==> src/rtl/wb_arbiter.sv <==
// Two-source writeback arbiter: ALU (source 0) and load (source 1) results
// compete for one register-file write port, with round-robin fairness.
module wb_arbiter #(
    parameter int DATA_WIDTH = 8,
    parameter int ADDR_WIDTH = 3
) (
    input  logic                  clk,
    input  logic                  rst,
    input  logic                  vld0,
    input  logic [ADDR_WIDTH-1:0] addr0,
    input  logic [DATA_WIDTH-1:0] data0,
    output logic                  rdy0,
    input  logic                  vld1,
    input  logic [ADDR_WIDTH-1:0] addr1,
    input  logic [DATA_WIDTH-1:0] data1,
    output logic                  rdy1,
    input  logic                  wr_stall,
    output logic                  wr_en,
    output logic [ADDR_WIDTH-1:0] wr_addr,
    output logic [DATA_WIDTH-1:0] wr_data,
    output logic                  wr_sel
);

    logic                  last_grant;
    logic                  grant_sel_p0;
    logic                  xfer_p0;
    logic [ADDR_WIDTH-1:0] addr_p0;
    logic [DATA_WIDTH-1:0] data_p0;

    logic                  vld_p1;
    logic [ADDR_WIDTH-1:0] addr_p1;
    logic [DATA_WIDTH-1:0] data_p1;
    logic                  sel_p1;

    // Stage p0: grant decision and writeback mux, all combinational.
    always_comb begin
        rdy0         = 1'b0;
        rdy1         = 1'b0;
        grant_sel_p0 = 1'b0;
        if (!rst && !wr_stall) begin
            if (vld0 && vld1) begin
                // Conflict: the source that did not win last time goes first.
                grant_sel_p0 = ~last_grant;
                rdy0         = last_grant;
                rdy1         = ~last_grant;
            end else begin
                grant_sel_p0 = vld1;
                rdy0         = vld0;
                rdy1         = vld1;
            end
        end
    end

    assign xfer_p0 = (vld0 && rdy0) || (vld1 && rdy1);
    assign addr_p0 = grant_sel_p0 ? addr1 : addr0;
    assign data_p0 = grant_sel_p0 ? data1 : data0;

    // Stage p1: registered write port, frozen while the register file is busy.
    always_ff @(posedge clk) begin
        if (rst) begin
            vld_p1     <= 1'b0;
            addr_p1    <= '0;
            data_p1    <= '0;
            sel_p1     <= 1'b0;
            last_grant <= 1'b1;
        end else if (!wr_stall) begin
            vld_p1 <= xfer_p0;
            if (xfer_p0) begin
                addr_p1    <= addr_p0;
                data_p1    <= data_p0;
                sel_p1     <= grant_sel_p0;
                last_grant <= grant_sel_p0;
            end
        end
    end

    assign wr_en   = vld_p1;
    assign wr_addr = addr_p1;
    assign wr_data = data_p1;
    assign wr_sel  = sel_p1;

endmodule
==> config.mk <==
export PLATFORM = sky130hd
export DESIGN_NAME = wb_arbiter
export DESIGN_NICKNAME = d
export VERILOG_FILES = /design/src/rtl/wb_arbiter.sv
export SDC_FILE = /design/constraint.sdc
export NUM_CORES = 1
export LEC_CHECK = 0
export CAP_MARGIN = 20
export CORE_UTILIZATION = 39
export DETAILED_ROUTE_END_ITERATION = 8
export PLACE_DENSITY = 0.91
export SKIP_CTS_REPAIR_TIMING = 1
export SYNTH_ARGS = -nofsm -noshare
export SYNTH_HDL_FRONTEND = slang
export SYNTH_SLANG_ARGS = --single-unit
==> constraint.sdc <==
create_clock -name clk -period 2.3 [get_ports clk]
set_clock_uncertainty 0.1 [all_clocks]
set_input_delay 0.575 -clock clk [delete_from_list [all_inputs] [get_ports clk]]
set_output_delay 0.575 -clock clk [all_outputs]
set_load 0.02 [all_outputs]
==> impl_metrics.ini <==
[yosys]
synth_commonest_cells = dfxtp_1, a21oi_1, nand3_1, a311oi_1, o21ai_1
yosysMostFrequentCell = dfxtp_1
synth_cells = 84
synth_top_area_frac = 0.3842
ys_types = 24
ys_seq_area_frac = 0.3842
synth-seq-cells = 14
avgSynthCellArea_um2 = 8.684
ys.flop_type = dfxtp_1
yosys_warnings = 0
synth.area.top_cells = dfxtp_1, a311oi_1, a21oi_1, nand3_1, o21ai_1
syn_nets = 111
yosys.area.top_type = dfxtp_1
netlist_area_um2 = 729.5
async_reset_ff_frac = 0
synth-edff-count = 0

[placement]
dp_hpwl_um = 1738
gp_congestion = 0.8207
placed_cells = 151
io_buffers = 41
dpl_cell_area_um2 = 1182

[clock_network]
clk_latency_ns = 0.28
cts_tree = done
clockBufferDepth = 2
clock-sinks = 14
h-tree-depth = 1
cts_root_buf = clkbuf_4
clk_pin_slew_worst_paths_ns = 0.09
cts_made_buffers = 3

[floorplanning]
core_um2 = 1745
chipWidth_um = 45.25
rows = 15
dieHeight_um = 45.25
boundaryPins = 42
initial_core_util = 0.4179
die_area_um2 = 2047

[finish]
syn_to_final_growth_pct = 66.72
drive_gt1_frac = 0.1615
final_nets = 158
stdcell_area_um2 = 1216
antennaDiodeCount = 0
stdcell_count = 155

[setup_path]
r2r-end = wr_data[4]
rrSetupSlack_ns = 0.88
critPathCaptureType = output pin
crit_slowest_cell = clkdlybuf4s50_1
crit_chain = clkdlybuf4s50_1 > a211o_1 > nor2_1 > buf_4
crit_path_start_kind = input pin
critical_path_required_ns = 1.62
crit_start = vld0
cp.arrival_ns = 1.58
slowest_delay_ns = 0.43
cp_max_fo = 2
reg2reg_depth = 4
r2r_start = last_grant
path_class = input pin to output pin

[worst_hold_path]
whs_path_depth = 2
min_from = wr_en
min_to = wr_en
hp-class = flop to flop

[flow_run]
drv_cap = 0

[route]
routed_wl_um = 2301
via_per_inst = 5.626
dr.pass1.iters = 4
drt_iter0_markers = 36
drc = 0
wl_per_cell_um = 14.85
ant_nets = 0
vias = 872

[global_routing]
gr-total-overflow = 0
antenna_found_initial = 0
grt_max_degree = 14
grt_pass1_vias = 863
grt_pass1_wl_um = 3560
grt_use_total = 0.2386

[pwr]
leakage_nw = 0.4469
power.density_nw_per_um2 = 515.8
ir_drop_uv = 285.4

[timing]
fin_crit_sh = 0.9792
setup_viol = 0
worstMarginPinSlew_ns = 0.3420
slew_violations = 0
grt_setup_unrepaired = yes
finalWorstPathRequiredPeriod_ns = 2.252
maxSlewHeadroom = 0.7716
fmaxAchievable_ghz = 0.4440
hold_viol_final = 0

[run_status]
status = completed
[power by group]
| part | switching [mW] | total (mW) | internal (mW) |
|---|---|---|---|
| Combinational | 0.0818 | 0.179 | 0.0973 |
| Clock | 0.0835 | 0.180 | 0.0963 |
| Sequential | 0.0102 | 0.268 | 0.258 |
[cells by family (layout without fill, tap and decap cells)]
group / after synthesis / count (layout) / share of synthesized area
buf+inv: 11 / 57 / 0.09777
flops: 14 / 14 / 0.3842
compound gates: 39 / 39 / 0.3722
simple gates: 20 / 20 / 0.1458
[routing by layer]
| metal | part of all wire | track usage |
|---|---|---|
| met3 | 0.070 | 0.02800 |
| met4 | 0.0052 | 0.1091 |
| met5 | 0 | 0 |
| met2 | 0.52 | 0.4377 |
| met1 | 0.40 | 0.2721 |
[how the worst max path moves through the flow]
stage / end / slack [ns] / cells past startpoint
6_report: rdy1 / 0.05 / 4
5_1_grt: rdy1 / -0.02 / 4
4_1_cts: rdy1 / -0.54 / 4
3_5_place_dp: rdy1 / -0.54 / 4
3_3_place_gp: rdy1 / -0.50 / 4
2_1_floorplan: rdy1 / 0.19 / 4
[critical path, delay by kind of cell]
family / cells / cell delay (ns)
AO/OA/AOI/OAI: 1 / 0.32
AND/OR/NAND/NOR: 1 / 0.10
buffers and inverters: 2 / 0.58
[state kept, by name (all words and copies together), names as in the netlist]
name / count
wr_data: 8
wr_sel: 1
wr_en: 1
last_grant: 1
wr_addr: 3
[per-stage QoR]
stage	utilization	TNS, ns	hold WS, ns	total power [mW]	setup slack (ns)
finish	0.6968	0	0.3909	0.6273	0.04794
global route	0.6968	-0.01831	0.4028	0.6486	-0.01831
CTS	0.6982	-1.040	0.3936	0.6305	-0.5448
detailed placement	0.6774	-1.019	0.3810	0.4531	-0.5356
global placement	0.6774	-0.9357	0.3438	0.4476	-0.4999
floorplan	-	0	0.4326	0.3553	0.1935
[cell usage in the layout (no fill, tap or decap), types with 2 or more instances in the layout]
cell	n
inv_1	2
dlymetal6s2s_1	2
o21ai_0	3
dfxtp_1	14
a311oi_1	10
clkbuf_4	3
nand3_1	11
buf_4	11
a21oi_1	12
nand2_1	3
o21ai_1	8
clkdlybuf4s50_1	37
[area by class of cell]
cell class | count | area (um^2)
fill | 148 | 529.3
timing repair buffer | 51 | 483.0
multi-input combinational | 59 | 377.9
sequential | 14 | 280.3
clock buffer | 4 | 36.28
tap | 25 | 31.28
inverter | 2 | 7.507
Power figures use the tool's default switching activity.
